`src/rtl/imm_encoder.sv`:
```
// RV32I immediate encoder: scatters an immediate into a base instruction word, flags
// unrepresentable values, and streams words to instruction memory. Optional: IMM_ENC_ERR_DROP_EN.
module imm_encoder #(
    parameter int                    INSTR_WIDTH   = 32,
    parameter int                    DATA_WIDTH    = 32,
    parameter int                    ADDR_WIDTH    = 32,
    parameter logic [ADDR_WIDTH-1:0] RESET_ADDR    = '0,
    parameter int                    ERR_CNT_WIDTH = 8
) (
    input  logic                     clk,
    input  logic                     rst_n,
    input  logic                     inValid,
    output logic                     inReady,
    input  logic [1:0]               immSrc,
    input  logic                     jumpSrc,
    input  logic [DATA_WIDTH-1:0]    immValue,
    input  logic [INSTR_WIDTH-1:0]   baseInstr,
    output logic                     outValid,
    input  logic                     outReady,
    output logic [INSTR_WIDTH-1:0]   instruction,
    output logic [ADDR_WIDTH-1:0]    writeAddr,
    output logic                     rangeErr,
    input  logic                     addrLoad,
    input  logic [ADDR_WIDTH-1:0]    addrLoadValue,
    output logic [ERR_CNT_WIDTH-1:0] errCount
);

    localparam logic [1:0] SRC_I = 2'b00;
    localparam logic [1:0] SRC_S = 2'b01;
    localparam logic [1:0] SRC_B = 2'b10;

`ifdef IMM_ENC_ERR_DROP_EN
    localparam bit DROP = 1'b1;
`else
    localparam bit DROP = 1'b0;
`endif

    function automatic logic [INSTR_WIDTH-1:0] encode_imm(
        input logic [INSTR_WIDTH-1:0] base,
        input logic [DATA_WIDTH-1:0]  imm,
        input logic [1:0]             src,
        input logic                   jmp
    );
        logic [INSTR_WIDTH-1:0] w;
        w = base;
        case (src)
            SRC_I: w[31:20] = imm[11:0];
            SRC_S: begin
                w[31:25] = imm[11:5];
                w[11:7]  = imm[4:0];
            end
            SRC_B: begin
                w[31]    = imm[12];
                w[7]     = imm[11];
                w[30:25] = imm[10:5];
                w[11:8]  = imm[4:1];
            end
            default: begin
                if (jmp) begin
                    w[31:12] = imm[31:12];
                end else begin
                    w[31]    = imm[20];
                    w[30:21] = imm[10:1];
                    w[20]    = imm[11];
                    w[19:12] = imm[19:12];
                end
            end
        endcase
        return w;
    endfunction

    // A field is representable when every bit above the encoded sign bit copies it.
    function automatic logic imm_in_range(
        input logic [DATA_WIDTH-1:0] imm,
        input logic [1:0]            src,
        input logic                  jmp
    );
        logic ok;
        case (src)
            SRC_I, SRC_S: ok = (&imm[31:11]) || !(|imm[31:11]);
            SRC_B:        ok = ((&imm[31:12]) || !(|imm[31:12])) && !imm[0];
            default: begin
                if (jmp) ok = !(|imm[11:0]);
                else     ok = ((&imm[31:20]) || !(|imm[31:20])) && !imm[0];
            end
        endcase
        return ok;
    endfunction

    function automatic logic [ERR_CNT_WIDTH-1:0] sat_inc(input logic [ERR_CNT_WIDTH-1:0] v);
        return (&v) ? v : v + 1'b1;
    endfunction

    logic                     adv_p1, adv_p2, out_hs, err_cnt_inc;
    logic [INSTR_WIDTH-1:0]   enc_ins;
    logic                     enc_err;
    logic                     vld_p1_q, err_p1_q;
    logic [INSTR_WIDTH-1:0]   ins_p1_q;
    logic                     vld_p2_q, err_p2_q;
    logic [INSTR_WIDTH-1:0]   ins_p2_q;
    logic [ADDR_WIDTH-1:0]    addr_q, addr_d;
    logic [ERR_CNT_WIDTH-1:0] errcnt_q, errcnt_d;

    assign enc_ins = encode_imm(baseInstr, immValue, immSrc, jumpSrc);
    assign enc_err = !imm_in_range(immValue, immSrc, jumpSrc);

    assign adv_p2  = !vld_p2_q || outReady;
    assign adv_p1  = !vld_p1_q || adv_p2;
    assign inReady = adv_p1;
    assign out_hs  = vld_p2_q && outReady;

    assign err_cnt_inc = DROP ? (vld_p1_q && adv_p2 && err_p1_q) : (out_hs && err_p2_q);

    always_comb begin
        addr_d   = addr_q;
        errcnt_d = errcnt_q;
        if (addrLoad)    addr_d = addrLoadValue & ~ADDR_WIDTH'(3);
        else if (out_hs) addr_d = addr_q + ADDR_WIDTH'(4);
        if (err_cnt_inc) errcnt_d = sat_inc(errcnt_q);
    end

    // Stage 1: encoded word and range flag captured on input handshake
    always_ff @(posedge clk or negedge rst_n) begin
        if (!rst_n)      vld_p1_q <= 1'b0;
        else if (adv_p1) vld_p1_q <= inValid;
    end

    always_ff @(posedge clk) begin
        if (adv_p1 && inValid) begin
            ins_p1_q <= enc_ins;
            err_p1_q <= enc_err;
        end
    end

    // Stage 2: output register, held while the sink stalls
    always_ff @(posedge clk or negedge rst_n) begin
        if (!rst_n) begin
            vld_p2_q <= 1'b0;
            ins_p2_q <= '0;
            err_p2_q <= 1'b0;
            addr_q   <= RESET_ADDR;
            errcnt_q <= '0;
        end else begin
            if (adv_p2) begin
                vld_p2_q <= vld_p1_q && !(DROP && err_p1_q);
                if (vld_p1_q) begin
                    ins_p2_q <= ins_p1_q;
                    err_p2_q <= err_p1_q && !DROP;
                end
            end
            addr_q   <= addr_d;
            errcnt_q <= errcnt_d;
        end
    end

    assign outValid    = vld_p2_q;
    assign instruction = ins_p2_q;
    assign rangeErr    = err_p2_q;
    assign writeAddr   = addr_q;
    assign errCount    = errcnt_q;

endmodule
```
`config.mk`:
```
export PLATFORM = sky130hd
export DESIGN_NAME = imm_encoder
export DESIGN_NICKNAME = d
export VERILOG_FILES = /design/src/rtl/imm_encoder.sv
export SDC_FILE = /design/constraint.sdc
export NUM_CORES = 1
export LEC_CHECK = 0
export BUFFER_PORTS_ARGS = -buffer_cell sky130_fd_sc_hd__buf_2
export CAP_MARGIN = 15
export CORE_MARGIN = 1.5
export CORE_UTILIZATION = 30
export CTS_CLUSTER_SIZE = 10
export DETAILED_ROUTE_END_ITERATION = 16
export PLACE_DENSITY = 0.59
export SKIP_LAST_GASP = 1
export SLEW_MARGIN = 10
export SYNTH_ARGS = -nofsm -noshare
export SYNTH_HDL_FRONTEND = slang
export SYNTH_SLANG_ARGS = --single-unit
```
`constraint.sdc`:
```
create_clock -name clk -period 1.7 [get_ports clk]
set_clock_uncertainty 0.1 [all_clocks]
set_input_delay 0.255 -clock clk [delete_from_list [all_inputs] [get_ports clk]]
set_output_delay 0.255 -clock clk [all_outputs]
set_load 0.01 [all_outputs]
```
==> flow_summary.toml, run 1 <==
[run_status]
outcome = "finished with violations"
violations = "negative setup slack"

[die]
rows = 47
die_area_um2 = 17600
die_x_um = 133
ioPinCount = 179
die_h_um = 133
design.core.area_um2 = 16500
start_util = 0.306

[clocking]
clock_latency_ps = 350
clk_pin_slew_worst_paths_ps = 80
cts_buffers = 9
cts_tree = "done"
cts.path.max_buffers = 2
cts.sinks = 106
cts_root_buffer = "clkbuf_16"
htree_levels = 3

[power_and_ir_drop]
p_clk_frac = 0.297
cellPowerDensity_nw_per_um2 = 956
vdd_drop_max_uv = 459
p_int_mw = 4.81
switching_share = 0.295
pwr-share-comb = 0.231
p_leak_nw = 3.24
p_switching_mw = 2.01
seq_power_share = 0.472
finalPower_mw = 6.83

[global_route]
grt_use_total = 0.156
antenna_found_initial = 0
grt_max_degree = 34
grt_pass1_vias = 4427
grt_remaining_overflow = 0
grt_pass1_wl_um = 21900

[place]
placed_cells = 868
place_ws_ps = -120
place_hpwl_um = 10100
placedInstanceArea_um2 = 6520
place_congestion = 0.841
port_buffers = 167

[timing]
hold_viol = 0
fin_tns_setup_ps = -77.6
slew_viol_final = 0
rsz0062_at_grt = "true"
finalSetupViolCount = 4
post-route-period-util = 1.02
hold_ws_ps = 21.7
fin_crit_ps = 1730
setup_slack_ps = -30.6
fmax_ghz = 0.578

[synth]
synth_area_leader_cell = "dfrtp_1"
synth_area_leaders = "dfrtp_1 (36%), edfxtp_1 (20%), mux2_2 (9.4%)"
synthTopCellsByCount = "dfrtp_1 (73), nand2_1 (59), mux2_2 (42), o21ai_0 (40), edfxtp_1 (33)"
netlist_instances = 445
syn_area_per_cell_um2 = 11.3
yosysMostFrequentCell = "dfrtp_1"
yosysTopAreaCellShare = 0.363
synth_seq_area_share = 0.560
syn-cell-area_um2 = 5030
ys_ff_latch = 106
ys_warn_count = 0
synth_edf_count = 33
synth-main-ff-cell = "dfrtp_1"
synth_cell_types = 41
async_reset_ff_frac = 0.689

[routing]
dr_total_vias = 4258
drc_errors = 0
drtPass1Iterations = 4
drt_wl_total_um = 13400
drt-initial-drc-count = 136
ant_nets = 0
post_drt_wl_per_cell_um = 14.8
viasPerCell = 4.72

[finish]
drive_gt1_frac = 0.466
fin_cells = 902
multi_input_area_um2 = 2240
nFillCells = 1595
diodes = 0
nNetsFinal = 787
seq_area_um2 = 2820
area_growth_pct = 41.9
fin_util = 0.434
final_area_um2 = 7140

[worst_setup_path]
cp-endpoint = "writeAddr[30]$_DFFE_PN0N_"
reg2regPathDepth = 5
cp.depth = 5
start_kind = "flop"
crit_family = "simple AND/OR/NAND/NOR gates"
worst_setup_path_end_kind = "flop"
crit_required_ps = 1860
r2r-start = "writeAddr[15]$_DFFE_PN0N_"
reg2reg_to = "writeAddr[30]$_DFFE_PN0N_"
slowest_delay_ps = 360
crit_buf_inv = 0
crit_chain = "and4_1 -> nand4_1 -> or2_4 -> or3_1 -> a31oi_1"
cp-startpoint = "writeAddr[15]$_DFFE_PN0N_"
r2r_slack_ps = -30
cpMaxStageDelayCell = "dfrtp_1"
worstPathMaxFanout = 3
worstSetupPathType = "flop to flop"
arrival_ps = 1890

[job]
maxCapViolations = 0

[hold_path]
hp-class = "primary input to flop"
how the worst min path moves through the flow:
| stage | to | start | cells after the start | slack [ps] |
|---|---|---|---|---|
| floorplan | errCount[0]$_DFFE_PN0P_ | rst_n | 0 | -140 |
| CTS | writeAddr[11]$_DFFE_PN0N_ | addrLoadValue[11] | 3 | 1 |
| global placement | writeAddr[7]$_DFFE_PN0N_ | rst_n | 1 | 90 |
| finish | writeAddr[5]$_DFFE_PN0N_ | addrLoadValue[5] | 3 | 20 |
| global route | writeAddr[24]$_DFFE_PN0N_ | addrLoadValue[24] | 3 | 10 |
| detailed placement | writeAddr[6]$_DFFE_PN0N_ | rst_n | 1 | 90 |
cells in the final DEF, fill, tap and decap left out, types with 12 or more instances in the layout:
master    instances
nand2_1          59
buf_2           166
inv_1            14
o21ai_0          36
mux2_2           42
buf_4            58
xnor2_1          24
nor2_1           12
nand4_1          16
edfxtp_1         33
dfrtp_1          71
cell families after synthesis:
group | synth area share
muxes | 0.116
adders and majority gates | 0.0149
buffers and inverters | 0.0283
other | 0.000745
and+or+nand+nor | 0.150
AOI/OAI and AO/OA | 0.0706
DFF | 0.560
xor gates and xnor gates | 0.0592
per-layer routing:
| layer | vias to the layer above | wire, um | global-route usage | part of all wire |
|---|---|---|---|---|
| met5 | - | 0 | 0 | 0 |
| met4 | 0 | 241 | 0.0574 | 0.018 |
| met3 | 17 | 986 | 0.0429 | 0.074 |
| met2 | 169 | 6340 | 0.263 | 0.47 |
| met1 | 2009 | 5820 | 0.191 | 0.43 |
| li1 | 2063 | - | - | - |
state kept, by name, indices dropped and copies added (netlist names):
signal       count
errCount         8
err_p1_q         1
ins_p1_q        32
instruction     32
outValid         1
rangeErr         1
vld_p1_q         1
writeAddr       30
power groups by stage:
stage / registers [mW] / clock network (mW) / logic, mW
finish: 3.22 / 2.03 / 1.58
global placement: 3.25 / 0 / 1.49
CTS: 3.22 / 2.12 / 1.55
global route: 3.27 / 2.20 / 1.73
detailed placement: 3.27 / 0 / 1.52
floorplan: 3.42 / 0 / 0.563
tightest hold or removal path, delay by kind of cell:
| family | cells | cell delay, ps |
|---|---|---|
| and+or+nand+nor | 1 | 40 |
| AOI/OAI and AO/OA | 1 | 60 |
| buffers and inverters | 1 | 80 |
area by class of cell:
cell class,instances,area share
clock inverter,7,0.00824
tap,220,0.0386
inverter,14,0.00736
multi-input combinational,305,0.313
sequential,106,0.395
timing repair buffer,241,0.206
clock buffer,9,0.0316
what timing repair did:
item / CTS / global route
endpoints found under the setup margin: 12 / 24
gates resized for setup: 14 / 26
endpoints found under the hold margin: 31 / 0
setup buffers: 2 / 4
gates cloned: 1 / 0
hold buffers: 11 / 0
pin swaps: 8 / 3
No activity file was read; power rests on OpenSTA's default activity.
==> inputs of run 2 (changes only) <==
--- a/config.mk
+++ b/config.mk
@@ -8,10 +8,10 @@
 export BUFFER_PORTS_ARGS = -buffer_cell sky130_fd_sc_hd__buf_2
 export CAP_MARGIN = 15
 export CORE_MARGIN = 1.5
-export CORE_UTILIZATION = 30
+export CORE_UTILIZATION = 40
 export CTS_CLUSTER_SIZE = 10
 export DETAILED_ROUTE_END_ITERATION = 16
-export PLACE_DENSITY = 0.59
+export PLACE_DENSITY = 0.73
 export SKIP_LAST_GASP = 1
 export SLEW_MARGIN = 10
 export SYNTH_ARGS = -nofsm -noshare
==> flow_summary.toml, run 2 (synthesis gave the netlist of run 1 again) <==
[routing]
drt-initial-drc-count = 271
post_drt_wl_per_cell_um = 15.1
ant_nets = 0
dr_total_vias = 4333
drt_wl_total_um = 12600
drc_errors = 0
drtPass1Iterations = 5
viasPerCell = 5.17

[finish]
area_growth_pct = 38.6
final_area_um2 = 6970
nNetsFinal = 775
layout_common_cells = "buf_2 (167), dfrtp_1 (71), nand2_1 (59)"
layout_commonest_cell = "buf_2"
diodes = 0
fin_cells = 838
drive_gt1_frac = 0.455

[place]
place_hpwl_um = 9340
place_congestion = 0.941
placedInstanceArea_um2 = 6380
placed_cells = 804
port_buffers = 167

[run_status]
outcome = "finished with violations"
violations = "negative setup slack"

[worst_setup_path]
crit_required_ps = 1870
crit_buf_inv = 0
slowest_delay_ps = 400
worstSetupPathType = "flop to flop"
start_kind = "flop"
cpMaxStageDelayCell = "dfrtp_1"
arrival_ps = 1890
worst_setup_path_end_kind = "flop"
worstPathMaxFanout = 2
crit_chain = "ha_4 -> and4_4 -> nand3_4 -> or2_4 -> or3_1 -> a31oi_1"
crit_family = "simple AND/OR/NAND/NOR gates"

[die]
die_area_um2 = 13300
design.core.area_um2 = 12200
ioPinCount = 179
die_x_um = 115
rows = 40
die_h_um = 115
start_util = 0.414

[timing]
rsz0062_at_grt = "true"
hold_ws_ps = 15.0
finalSetupViolCount = 2
post-route-period-util = 1.01
slew_viol_final = 0
fin_crit_ps = 1720
setup_slack_ps = -20.9
fmax_ghz = 0.581
hold_viol = 0

[clocking]
clk_pin_slew_worst_paths_ps = 70
htree_levels = 3
cts_root_buffer = "clkbuf_16"
cts_tree = "done"
clock_latency_ps = 340
cts_buffers = 9
cts.sinks = 106
cts.path.max_buffers = 2

[power_and_ir_drop]
vdd_drop_max_uv = 437
p_leak_nw = 3.13
cellPowerDensity_nw_per_um2 = 996

[global_route]
grt_pass1_wl_um = 20300
antenna_found_initial = 0
grt_remaining_overflow = 0
grt_max_degree = 37
grt_use_total = 0.195
grt_pass1_vias = 4355

[hold_path]
hp-class = "primary input to flop"

[job]
maxCapViolations = 0
## run 2: cell count changes in the layout (fill, tap and decap cells not counted), moves of 2 or more
cell | previous run | this run
dlygate4sd3_1 | 11 | 9
and3_2 | 0 | 2
nor3_1 | 5 | 7
buf_4 | 58 | 46
nor3_4 | 6 | 4
## run 2: final timing paths
| check | startpoint | to | slack (ps) | cells after the start |
|---|---|---|---|---|
| setup reg to reg | writeAddr[2]$_DFFE_PN0N_ | writeAddr[30]$_DFFE_PN0N_ | -20 | 6 |
| max in group asynchronous | rst_n | instruction[29]$_DFFE_PN0P_ | 690 | 3 |
| hold / removal | addrLoadValue[19] | writeAddr[19]$_DFFE_PN0N_ | 10 | 3 |
| min in group asynchronous | rst_n | errCount[6]$_DFFE_PN0P_ | 280 | 2 |
| setup / recovery | writeAddr[2]$_DFFE_PN0N_ | writeAddr[30]$_DFFE_PN0N_ | -20 | 6 |
| hold reg to reg | ins_p1_q[28]$_DFFE_PP_ | instruction[28]$_DFFE_PN0P_ | 380 | 1 |
## run 2: worst min-delay path, delay by kind of cell
| family | cells | cell delay (ps) |
|---|---|---|
| buffers and inverters | 1 | 80 |
| AO/OA/AOI/OAI | 1 | 50 |
| AND/OR/NAND/NOR | 1 | 40 |
## run 2: metal layers
layer  share of wire  vias to the layer above  global-route usage
li1                -                     2033                   -
met1            0.40                     2060               0.235
met2            0.49                      212               0.342
met3           0.076                       28              0.0374
met4           0.026                        0              0.0831
met5               0                        -                   0
## run 2: stage by stage
step,TNS [ps],power [mW],worst slack (ps),util
floorplan,-221,3.98,-221,-
global placement,-60.5,4.69,-60.5,0.524
detailed placement,-582,4.76,-110,0.524
CTS,-123,6.93,-84.1,0.563
global route,-1120,7.30,-103,0.573
finish,-26.1,6.95,-20.9,0.573
## run 2: layout make-up
class	count	area, um^2
flip-flops and latches	106	2820
repair buffers	229	1390
clock inverters	7	76.3
well taps	168	210
multi-input cells	305	2200
inverters	14	52.6
fillers	1064	5190
clock buffers	9	225
## run 2: what timing repair did
| item | CTS | global route |
|---|---|---|
| pin swaps | 2 | 11 |
| gates cloned | 0 | 1 |
| setup buffers | 0 | 8 |
| resized for setup | 14 | 18 |
| setup endpoints to repair | 12 | 23 |
| hold buffers | 9 | 0 |
| hold endpoints to repair | 34 | 0 |
## run 2: power by group
group | total [mW] | internal (mW) | leakage (nW) | switching (mW)
logic | 1.60 | 0.819 | 1.80 | 0.778
registers | 3.23 | 3.00 | 1.19 | 0.229
clock network | 2.12 | 1.16 | 0.144 | 0.964
total | 6.95 | 4.97 | 3.13 | 1.97
